### config.mk
export PLATFORM = sky130hd
export DESIGN_NAME = uart_msg_link
export DESIGN_NICKNAME = d
export VERILOG_FILES = /design/src/rtl/uart_msg_link.sv
export SDC_FILE = /design/constraint.sdc
export NUM_CORES = 1
export LEC_CHECK = 0
export BUFFER_PORTS_ARGS = -buffer_cell sky130_fd_sc_hd__clkbuf_2
export CAP_MARGIN = 15
export CORE_MARGIN = 3
export CORE_UTILIZATION = 31
export DETAILED_ROUTE_END_ITERATION = 16
export GPL_ROUTABILITY_DRIVEN = 0
export HOLD_SLACK_MARGIN = 0.12
export PLACE_DENSITY = 0.45
export SETUP_SLACK_MARGIN = 0.05
export SLEW_MARGIN = 20
export SYNTH_ARGS = -nofsm -noshare
export SYNTH_HDL_FRONTEND = slang
export SYNTH_SLANG_ARGS = --single-unit
### constraint.sdc
create_clock -name clk -period 4.2 [get_ports clk]
set_input_delay 0.21 -clock clk [delete_from_list [all_inputs] [get_ports clk]]
set_output_delay 0.21 -clock clk [all_outputs]
set_load 0.05 [all_outputs]
### src/rtl/uart_msg_link.sv
// UART transceiver with RX FIFO and a byte sequencer that either sends a fixed
// message on a trigger edge or echoes received bytes back out on txd.
module uart_msg_link #(
   parameter int unsigned         CLK_HZ     = 100_000_000,
   parameter int unsigned         BAUD       = 115200,
   parameter int unsigned         PARITY     = 0,
   parameter int unsigned         STOP_BITS  = 1,
   parameter int unsigned         FIFO_DEPTH = 8,
   parameter int unsigned         MSG_LEN    = 8,
   parameter logic [8*MSG_LEN-1:0] MSG       = "23001234"
) (
   input  logic                            clk,
   input  logic                            rst,
   input  logic                            rxd,
   output logic                            txd,
   input  logic                            send_trig,
   input  logic                            echo_en,
   input  logic                            rx_pop,
   output logic [7:0]                      rx_data,
   output logic                            rx_empty,
   output logic [$clog2(FIFO_DEPTH+1)-1:0] rx_count,
   output logic                            rx_frame_err,
   output logic                            rx_par_err,
   output logic                            rx_overrun,
   output logic                            tx_busy
);

   localparam int unsigned DIV = CLK_HZ / BAUD;
   localparam int unsigned CW  = $clog2(DIV);
   localparam int unsigned AW  = $clog2(FIFO_DEPTH);
   localparam int unsigned NW  = $clog2(FIFO_DEPTH + 1);
   localparam int unsigned IW  = $clog2(MSG_LEN + 1);
   localparam logic [CW-1:0] LAST = CW'(DIV - 1);
   localparam logic [CW-1:0] HALF = CW'(DIV / 2 - 1);

   typedef enum logic [2:0] {RxIdle, RxStart, RxData, RxPar, RxStop} rx_state_e;
   typedef enum logic [2:0] {TxIdle, TxStart, TxData, TxPar, TxStop} tx_state_e;
   typedef enum logic [1:0] {SqIdle, SqMsg, SqEcho} sq_state_e;

   // Parity bit that accompanies a byte: odd or even depending on PARITY.
   function automatic logic par_of(input logic [7:0] b);
      return (PARITY == 1) ? ~^b : ^b;
   endfunction

   // ---------------- RX ----------------
   logic            rx_s1_q, rx_s2_q, rx_s3_q;
   rx_state_e       rx_state_q, rx_state_d;
   logic [CW-1:0]   rx_cnt_q, rx_cnt_d;
   logic [2:0]      rx_bit_q, rx_bit_d;
   logic [7:0]      rx_sh_q, rx_sh_d;
   logic            rx_pbit_q, rx_pbit_d;
   logic            rx_good, ferr_d, perr_d, ovr_d;
   logic            rx_fall;

   assign rx_fall = rx_s3_q & ~rx_s2_q;

   // Synchroniser, RX state and error pulse registers.
   always_ff @(posedge clk or negedge rst) begin
      if (!rst) begin
         rx_s1_q      <= 1'b1;
         rx_s2_q      <= 1'b1;
         rx_s3_q      <= 1'b1;
         rx_state_q   <= RxIdle;
         rx_cnt_q     <= '0;
         rx_bit_q     <= '0;
         rx_sh_q      <= '0;
         rx_pbit_q    <= 1'b0;
         rx_frame_err <= 1'b0;
         rx_par_err   <= 1'b0;
         rx_overrun   <= 1'b0;
      end else begin
         rx_s1_q      <= rxd;
         rx_s2_q      <= rx_s1_q;
         rx_s3_q      <= rx_s2_q;
         rx_state_q   <= rx_state_d;
         rx_cnt_q     <= rx_cnt_d;
         rx_bit_q     <= rx_bit_d;
         rx_sh_q      <= rx_sh_d;
         rx_pbit_q    <= rx_pbit_d;
         rx_frame_err <= ferr_d;
         rx_par_err   <= perr_d;
         rx_overrun   <= ovr_d;
      end
   end

   // RX next state: centre-sample each bit, judge the frame at the stop sample.
   always_comb begin
      rx_state_d = rx_state_q;
      rx_cnt_d   = rx_cnt_q + CW'(1);
      rx_bit_d   = rx_bit_q;
      rx_sh_d    = rx_sh_q;
      rx_pbit_d  = rx_pbit_q;
      rx_good    = 1'b0;
      ferr_d     = 1'b0;
      perr_d     = 1'b0;
      case (rx_state_q)
         RxIdle: begin
            rx_cnt_d = '0;
            if (rx_fall) rx_state_d = RxStart;
         end
         RxStart: begin
            if (rx_cnt_q == HALF) begin
               rx_cnt_d   = '0;
               rx_bit_d   = '0;
               rx_state_d = rx_s2_q ? RxIdle : RxData;
            end
         end
         RxData: begin
            if (rx_cnt_q == LAST) begin
               rx_cnt_d = '0;
               rx_sh_d  = {rx_s2_q, rx_sh_q[7:1]};
               rx_bit_d = rx_bit_q + 3'd1;
               if (rx_bit_q == 3'd7) rx_state_d = (PARITY != 0) ? RxPar : RxStop;
            end
         end
         RxPar: begin
            if (rx_cnt_q == LAST) begin
               rx_cnt_d   = '0;
               rx_pbit_d  = rx_s2_q;
               rx_state_d = RxStop;
            end
         end
         RxStop: begin
            if (rx_cnt_q == LAST) begin
               rx_state_d = RxIdle;
               if (!rx_s2_q) ferr_d = 1'b1;
               else if (PARITY != 0 && rx_pbit_q != par_of(rx_sh_q)) perr_d = 1'b1;
               else rx_good = 1'b1;
            end
         end
         default: rx_state_d = RxIdle;
      endcase
   end

   // ---------------- FIFO ----------------
   logic [7:0]    mem_q [FIFO_DEPTH];
   logic [AW-1:0] wr_ptr_q, rd_ptr_q;
   logic [NW-1:0] count_q;
   logic          full, seq_pop, pop_ok, push_ok;

   assign rx_empty = (count_q == '0);
   assign full     = (count_q == NW'(FIFO_DEPTH));
   assign rx_count = count_q;
   assign rx_data  = rx_empty ? 8'h00 : mem_q[rd_ptr_q];
   // Sequencer pops in echo mode; rx_pop only counts when echo is off.
   assign pop_ok   = (seq_pop | (~echo_en & rx_pop)) & ~rx_empty;
   // A pop in the same cycle frees the slot, so a full FIFO still accepts.
   assign push_ok  = rx_good & (~full | pop_ok);
   assign ovr_d    = rx_good & full & ~pop_ok;

   // FIFO storage, written only on an accepted push.
   always_ff @(posedge clk) begin
      if (push_ok) mem_q[wr_ptr_q] <= rx_sh_q;
   end

   // FIFO pointers and occupancy.
   always_ff @(posedge clk or negedge rst) begin
      if (!rst) begin
         wr_ptr_q <= '0;
         rd_ptr_q <= '0;
         count_q  <= '0;
      end else begin
         if (push_ok) wr_ptr_q <= wr_ptr_q + AW'(1);
         if (pop_ok)  rd_ptr_q <= rd_ptr_q + AW'(1);
         if (push_ok && !pop_ok)      count_q <= count_q + NW'(1);
         else if (pop_ok && !push_ok) count_q <= count_q - NW'(1);
      end
   end

   // ---------------- TX ----------------
   tx_state_e     tx_state_q, tx_state_d;
   logic [CW-1:0] tx_cnt_q, tx_cnt_d;
   logic [2:0]    tx_bit_q, tx_bit_d;
   logic [7:0]    tx_sh_q, tx_sh_d;
   logic          tx_par_q, tx_par_d;
   logic          txd_d;
   logic          tx_ready, tx_load;
   logic [7:0]    tx_byte;

   // Ready also in the final stop cycle so message bytes go out back-to-back.
   assign tx_ready = (tx_state_q == TxIdle) ||
                     (tx_state_q == TxStop && tx_cnt_q == LAST &&
                      tx_bit_q == 3'(STOP_BITS - 1));
   assign tx_busy  = (tx_state_q != TxIdle);

   // TX state and registered line output.
   always_ff @(posedge clk or negedge rst) begin
      if (!rst) begin
         tx_state_q <= TxIdle;
         tx_cnt_q   <= '0;
         tx_bit_q   <= '0;
         tx_sh_q    <= '0;
         tx_par_q   <= 1'b0;
         txd        <= 1'b1;
      end else begin
         tx_state_q <= tx_state_d;
         tx_cnt_q   <= tx_cnt_d;
         tx_bit_q   <= tx_bit_d;
         tx_sh_q    <= tx_sh_d;
         tx_par_q   <= tx_par_d;
         txd        <= txd_d;
      end
   end

   // TX next state: each bit held for DIV clocks; a load restarts at the start bit.
   always_comb begin
      tx_state_d = tx_state_q;
      tx_cnt_d   = tx_cnt_q + CW'(1);
      tx_bit_d   = tx_bit_q;
      tx_sh_d    = tx_sh_q;
      tx_par_d   = tx_par_q;
      case (tx_state_q)
         TxIdle: tx_cnt_d = '0;
         TxStart: begin
            if (tx_cnt_q == LAST) begin
               tx_cnt_d   = '0;
               tx_bit_d   = '0;
               tx_state_d = TxData;
            end
         end
         TxData: begin
            if (tx_cnt_q == LAST) begin
               tx_cnt_d = '0;
               tx_sh_d  = {1'b0, tx_sh_q[7:1]};
               tx_bit_d = tx_bit_q + 3'd1;
               if (tx_bit_q == 3'd7) begin
                  tx_bit_d   = '0;
                  tx_state_d = (PARITY != 0) ? TxPar : TxStop;
               end
            end
         end
         TxPar: begin
            if (tx_cnt_q == LAST) begin
               tx_cnt_d   = '0;
               tx_bit_d   = '0;
               tx_state_d = TxStop;
            end
         end
         TxStop: begin
            if (tx_cnt_q == LAST) begin
               tx_cnt_d = '0;
               if (tx_bit_q == 3'(STOP_BITS - 1)) tx_state_d = TxIdle;
               else tx_bit_d = tx_bit_q + 3'd1;
            end
         end
         default: tx_state_d = TxIdle;
      endcase
      if (tx_load) begin
         tx_state_d = TxStart;
         tx_cnt_d   = '0;
         tx_bit_d   = '0;
         tx_sh_d    = tx_byte;
         tx_par_d   = par_of(tx_byte);
      end
      case (tx_state_d)
         TxStart: txd_d = 1'b0;
         TxData:  txd_d = tx_sh_d[0];
         TxPar:   txd_d = tx_par_d;
         default: txd_d = 1'b1;
      endcase
   end

   // ---------------- Sequencer ----------------
   sq_state_e          sq_q, sq_d;
   logic [IW-1:0]      idx_q, idx_d;
   logic               loaded_q, loaded_d;
   logic               trig_q;
   logic [8*MSG_LEN-1:0] msg_sh;

   assign msg_sh = MSG << {idx_q, 3'b000};

   // Sequencer state and trigger edge history.
   always_ff @(posedge clk or negedge rst) begin
      if (!rst) begin
         sq_q     <= SqIdle;
         idx_q    <= '0;
         loaded_q <= 1'b0;
         trig_q   <= 1'b0;
      end else begin
         sq_q     <= sq_d;
         idx_q    <= idx_d;
         loaded_q <= loaded_d;
         trig_q   <= send_trig;
      end
   end

   // Sequencer next state and TX byte offer.
   always_comb begin
      sq_d     = sq_q;
      idx_d    = idx_q;
      loaded_d = loaded_q;
      tx_load  = 1'b0;
      tx_byte  = 8'h00;
      seq_pop  = 1'b0;
      case (sq_q)
         SqIdle: begin
            loaded_d = 1'b0;
            if (send_trig && !trig_q) begin
               sq_d  = SqMsg;
               idx_d = '0;
            end else if (echo_en && !rx_empty) begin
               sq_d = SqEcho;
            end
         end
         SqMsg: begin
            if (tx_ready) begin
               if (idx_q == IW'(MSG_LEN)) begin
                  sq_d = SqIdle;
               end else begin
                  tx_load = 1'b1;
                  tx_byte = msg_sh[8*MSG_LEN-1 -: 8];
                  idx_d   = idx_q + IW'(1);
               end
            end
         end
         SqEcho: begin
            if (tx_ready) begin
               if (loaded_q || rx_empty) begin
                  sq_d = SqIdle;
               end else begin
                  tx_load  = 1'b1;
                  tx_byte  = rx_data;
                  seq_pop  = 1'b1;
                  loaded_d = 1'b1;
               end
            end
         end
         default: sq_d = SqIdle;
      endcase
   end

endmodule

==> flow_summary.toml, run 1 <==
[logic_synthesis]
synth-simple-area-share = 0.145
synth_xor_area_frac = 0.0382
netlist_top_cells_count = "dfrtp_1, edfxtp_1, nand2_1"
async_reset_ff_frac = 0.533
syn_avg_cell_area_um2 = 12.0
ys_ff_latch = 137
seq_area_frac_synth = 0.584
yosysTopAreaCell = "edfxtp_1"
syn_inst = 534
synth_edf_count = 64
synthTopCellsByArea = "edfxtp_1, dfrtp_1, ha_1, mux2i_1, nand2_1"
netlist_area_mm2 = 0.00642
synthMuxAreaShare = 0.0861
synthesis.nets = 562
synth_ff_type = "dfrtp_1"
synth_top_family_by_area = "simple AND/OR/NAND/NOR gates"
synth_fa_ha_area_frac = 0.0456
synth_compound_area_frac = 0.0693
ys_types = 68
synth_warnings = 0
synthMostInstantiatedCell = "dfrtp_1"
synth_top_area_share = 0.299

[setup_path]
setup.worst_path.end = "rx_count[3]"
cp_cell_sequence = "inv_1 -> ha_1 -> nor4b_1 -> nand4_1 -> a21oi_2 -> a21oi_1 -> nand3_1 -> nor2b_1 -> buf_4 -> ha_1 -> inv_1 -> ha_1 -> a21o_2 -> a21oi_1 -> xnor2_1 -> nor2_1 -> xor2_1"
required_ns = 4.50
crit_top_cell = "ha_1"
cp.arrival_ns = 3.84
critPathSlowestCell = "dfrtp_1"
reg2reg_slack_ns = 0.66
start_kind = "flop"
reg2reg_to = "rx_count[3]"
crit_start = "tx_bit_q[0]"
end_kind = "flop"
critPathMaxFanout = 7
reg2reg_depth = 17
path_class = "reg -> reg"
timing.rr.start = "tx_bit_q[0]"
max_stage_delay_ns = 0.39

[drt]
ant_nets = 0
drt_wl_total_um = 13100
dr.pass1.iters = 6
via_per_inst = 4.82
num_vias = 4119
drtIter0Drc = 204
wire_per_inst_um = 15.3
drc = 0

[finish]
area_growth_pct = 16.3
fin_area_mm2 = 0.00747
fin_nets = 600
fin_cells = 855
drive_gt1_frac = 0.168
antenna_cells = 0

[grt]
grt-ovfl-total = 0
grt_start_max_net_pins = 74
grtUsageTotal = 0.125
grt_pass1_vias = 4196
antenna_found_initial = 0
grt_pass1_wl_um = 21600

[worst_hold_path]
hold_class = "in -> reg"
min_from = "rx_pop"

[floorplan]
fp-row-count = 52
core_mm2 = 0.0203
num_io_pins = 24
die_area_mm2 = 0.0225
die_w_um = 150
dieHeight_um = 150
initial_core_util = 0.316

[clock_tree]
cts_inserted_buffers = 17
htree_levels = 4
post_cts_buffers = 0
cts.repair.resized = 0
hold_buffers = 3
clockRootBuffer = "clkbuf_16"
clkLatencyLatePin_ns = 0.42
clkTransAtPathRegs_ns = 0.06
clk_path_buf_depth = 2
cts.sinks = 137
cts_tree = "built"

[timing]
drv_slew = 0
min_period_ns = 3.54
fin_crit_sh = 0.843
setup_violations = 0
max_freq_mhz = 282
max_slew_margin = 0.316
worst_slew_pin_slew_ns = 1.02
finalHoldViolCount = 0
rsz0062_at_grt = "no"
finClkSkew_ns = 0.0131
fin_setup_tns_ns = 0

[status]
outcome = "finished, final reports clean"

[flow_run]
drv_cap = 0

[placement]
dp_hpwl_um = 9130
placed_cell_area_mm2 = 0.00684
place_inst = 820
port_buffers = 22

[power_and_ir_drop]
power.density_mw_per_mm2 = 634
p_seq_frac = 0.372
power_frac_comb = 0.315
switching_share = 0.366
ir_worst_vdd_v = 0.000334
power.switching_mw = 1.74
power.leakage_nw = 3.05
intPower_mw = 3.01
p_clk_frac = 0.313
## cell families after synthesis
family,after synthesis
and+or+nand+nor,197
DFF,137
AOI/OAI and AO/OA,67
muxes,42
buffers and inverters,39
xor gates and xnor gates,28
adders and majority gates,23
other,1
## power groups by stage
stage	clock [mW]	combinational, mW	sequential, mW
after floorplan	0	1.20	1.75
after global placement	0	1.51	1.79
after detailed placement	0	1.51	1.80
after CTS	1.53	1.52	1.77
after global routing	1.59	1.65	1.80
final	1.48	1.49	1.76
## cells in the final DEF (no fill, tap or decap), types with 3 or more instances in the layout
cell type / count
edfxtp_1: 64
nand3_1: 24
nand2_1: 61
nor2b_1: 3
dfrtp_1: 69
ha_1: 21
xor2_1: 13
a21oi_1: 16
clkbuf_16: 17
nor2_1: 58
buf_4: 11
dfstp_2: 4
nand4_1: 4
nand2b_1: 4
mux4_2: 10
dlygate4sd3_1: 3
a22oi_1: 5
or3_1: 6
clkinvlp_4: 3
inv_1: 22
o21ai_0: 20
clkbuf_8: 4
and2b_2: 3
clkbuf_2: 21
nor3_1: 15
mux2_2: 6
xnor2_1: 15
mux2i_1: 26
## worst max-delay path: cells and delay by family, from the launching register on
| kind | cells | cell delay (ns) |
|---|---|---|
| AO/OA/AOI/OAI | 4 | 0.87 |
| adder cells (fa/ha/maj) | 3 | 0.61 |
| XOR/XNOR | 2 | 0.27 |
| AND/OR/NAND/NOR | 5 | 0.96 |
| buffers and inverters | 3 | 0.32 |
| flip-flops | 1 | 0.39 |
## metrics by stage
step                      hold WS [ns]  power (mW)  setup WS (ns)  utilization
after global placement           0.298        3.30          0.650        0.337
final                            0.214        4.74          0.659        0.368
after global routing             0.237        5.04          0.211        0.368
after detailed placement         0.299        3.31          0.598        0.337
after floorplan                -0.0856        2.95          0.815            -
after CTS                        0.207        4.82          0.589        0.368
## flip-flops by register name, indices dropped and copies added, names as in the netlist, 2 cells and up
name and count:
tx_bit_q 3, wr_ptr_q 3, tx_sh_q 8, tx_cnt_q 10, rx_state_q 3, sq_q 2, rd_ptr_q 3, tx_state_q 3
rx_sh_q 8, rx_count 4, rx_cnt_q 10, idx_q 4, mem_q 64, rx_bit_q 3
## metal layers
layer,vias up,part of all wire,global-route usage
li1,1996,-,-
met2,68,0.48,0.206
met3,15,0.028,0.0300
met5,-,0,0
met4,0,0.016,0.0517
met1,2040,0.47,0.158
## how the worst min path moves through the flow
| stage | end | slack (ns) | cells past startpoint |
|---|---|---|---|
| 2_1_floorplan | idx_q[0] | -0.09 | 0 |
| 3_3_place_gp | rx_s1_q | 0.30 | 1 |
| 3_5_place_dp | rx_s1_q | 0.30 | 1 |
| 4_1_cts | rx_overrun | 0.21 | 4 |
| 5_1_grt | rx_overrun | 0.24 | 4 |
| 6_report | rx_overrun | 0.21 | 4 |
## layout make-up
type / count / area, um2
fillers: 1985 / 12800
clock buffers: 22 / 484
flip-flops and latches: 137 / 3750
well taps: 270 / 338
clock inverters: 10 / 118
repair buffers: 35 / 218
multi-input cells: 358 / 2470
inverters: 23 / 87.6
Note: power is estimated with default switching activity, not from simulation.
==> inputs of run 2 (changes only) <==
==> constraint.sdc (replaced) <==
create_clock -name clk -period 3.52 [get_ports clk]
set_input_delay 0.176 -clock clk [delete_from_list [all_inputs] [get_ports clk]]
set_output_delay 0.176 -clock clk [all_outputs]
set_load 0.05 [all_outputs]
==> run 2 against run 1 <==
Fmax increased by 12%; global-route usage increased by 0.37 points; sequential power increased by 19%; non-clock buffer count increased by 7; worst hold slack got worse by 0.052 ns; sequential share of layout area decreased by 0.25 points; die area unchanged; sequential cell count unchanged; count of clock-buffer cells in the layout unchanged; clock power increased by 16%; utilization increased by 0.18 points; largest cell class unchanged.
==> flow_summary.toml, run 2 (synthesis gave the netlist of run 1 again) <==
[drt]
num_vias = 4119
via_per_inst = 4.78
drtIter0Drc = 165
drt_wl_total_um = 13300
ant_nets = 0
drc = 0
wire_per_inst_um = 15.5
dr.pass1.iters = 5

[grt]
grt_pass1_vias = 4224
grt_pass1_wl_um = 22300
antenna_found_initial = 0
grtUsageTotal = 0.129
grt-ovfl-total = 0
grt_start_max_net_pins = 74

[clock_tree]
cts_inserted_buffers = 17
cts.sinks = 137
clk_path_buf_depth = 2
clockRootBuffer = "clkbuf_16"
htree_levels = 4
clkTransAtPathRegs_ns = 0.06
clkLatencyLatePin_ns = 0.42
cts_tree = "built"

[worst_hold_path]
hold_class = "in -> reg"
hold_depth = 4

[timing]
worst_slew_pin_slew_ns = 0.964
finClkSkew_ns = 0.0146
max_slew_margin = 0.357
fin_setup_tns_ns = 0
drv_slew = 0
rsz0062_at_grt = "no"
min_period_ns = 3.17
max_freq_mhz = 316
setup_violations = 0
fin_crit_sh = 0.900
finalHoldViolCount = 0

[setup_path]
cp.arrival_ns = 3.46
critPathSlowestCell = "or4_4"
required_ns = 3.82
path_class = "reg -> reg"
start_kind = "flop"
reg2reg_depth = 14
critPathMaxFanout = 6
end_kind = "flop"
cp_cell_sequence = "or4_4 -> nand2_1 -> a21oi_2 -> a21oi_1 -> nand3_1 -> nor2b_1 -> ha_1 -> inv_1 -> ha_1 -> a21o_2 -> a21oi_1 -> xnor2_1 -> nor2_1 -> xor2_1"
max_stage_delay_ns = 0.61

[finish]
antenna_cells = 0
fin_area_mm2 = 0.00751
largest_reg_flops = 64
final_cell_mix = "dfrtp_1, edfxtp_1, nand2_1"
fillers = 1978
largest-register = "mem_q"
area_growth_pct = 16.9
drive_gt1_frac = 0.179
layout_commonest_cell = "dfrtp_1"
top_regs = "mem_q (64), rx_cnt_q (10), tx_cnt_q (10)"
fin_nets = 607

[floorplan]
dieHeight_um = 150
die_w_um = 150
fp-row-count = 52
initial_core_util = 0.316
core_mm2 = 0.0203
num_io_pins = 24
die_area_mm2 = 0.0225

[placement]
placed_cell_area_mm2 = 0.00688
port_buffers = 22
dp_hpwl_um = 9220

[flow_run]
drv_cap = 0

[power_and_ir_drop]
power.leakage_nw = 3.08
power.density_mw_per_mm2 = 751
ir_worst_vdd_v = 0.000351

[status]
outcome = "finished, final reports clean"
[run 2: cell types whose count changed in the layout (fill, tap and decap cells not counted), moves of 2 or more]
cell / delta
clkbuf_8: -2
buf_4: +7
clkinv_2: +2
clkinv_4: +2
[run 2: routing by layer]
metal	routed length, um	GRT usage	vias to the layer above
met2	6610	0.210	64
met1	6120	0.166	2038
met5	0	0	-
li1	-	-	2007
met3	445	0.0354	10
met4	161	0.0421	0
[run 2: report_power, final]
part           switching (mW)  internal [mW]
logic                    1.18          0.652
registers               0.247           1.84
clock network           0.671           1.05
total                    2.10           3.55
[run 2: what timing repair did]
item	CTS	global route
buffers inserted	0	1
hold buffers	3	0
hold endpoints to repair	71	0
endpoints found under the setup margin	0	1
resized for setup	0	2
[run 2: area by class of cell]
type | count | area [um2] | share of cell area
Sequential cell | 137 | 3750 | 0.500
Multi-Input combinational cell | 358 | 2480 | 0.330
Clock buffer | 22 | 485 | 0.0646
Tap cell | 270 | 338 | 0.0450
Timing Repair Buffer | 42 | 270 | 0.0360
Clock inverter | 10 | 95.1 | 0.0127
Inverter | 23 | 87.6 | 0.0117
[run 2: path summary, 6_finish.rpt]
kind,from,endpoint,slack (ns)
max in group asynchronous,rst,rx_sh_q[5],2.43
min reg2reg,rx_s1_q,rx_s2_q,0.36
min,rx_pop,rx_overrun,0.16
max,rx_count[0],rx_count[3],0.35
min in group asynchronous,rst,tx_bit_q[1],0.45
max reg2reg,rx_count[0],rx_count[3],0.35
[run 2: through the flow]
stage | hold slack [ns] | worst slack [ns] | total power, mW | util | cells
5_1_grt | 0.198 | 0.0698 | 6.01 | 0.370 | 862
6_report | 0.162 | 0.352 | 5.64 | 0.370 | 862
4_1_cts | 0.149 | 0.146 | 5.73 | 0.369 | 861
3_3_place_gp | 0.265 | 0.286 | 3.96 | 0.339 | 826
3_5_place_dp | 0.265 | 0.169 | 3.97 | 0.339 | 826
2_1_floorplan | -0.120 | 0.135 | 3.52 | - | 534
[run 2: critical path: cells and delay by family (launching register included)]
kind / cells / cell delay, ns
AOI/OAI and AO/OA: 4 / 0.64
xor gates and xnor gates: 2 / 0.27
adders and majority gates: 2 / 0.45
buffers and inverters: 1 / 0.12
DFF: 1 / 0.45
and+or+nand+nor: 5 / 1.12
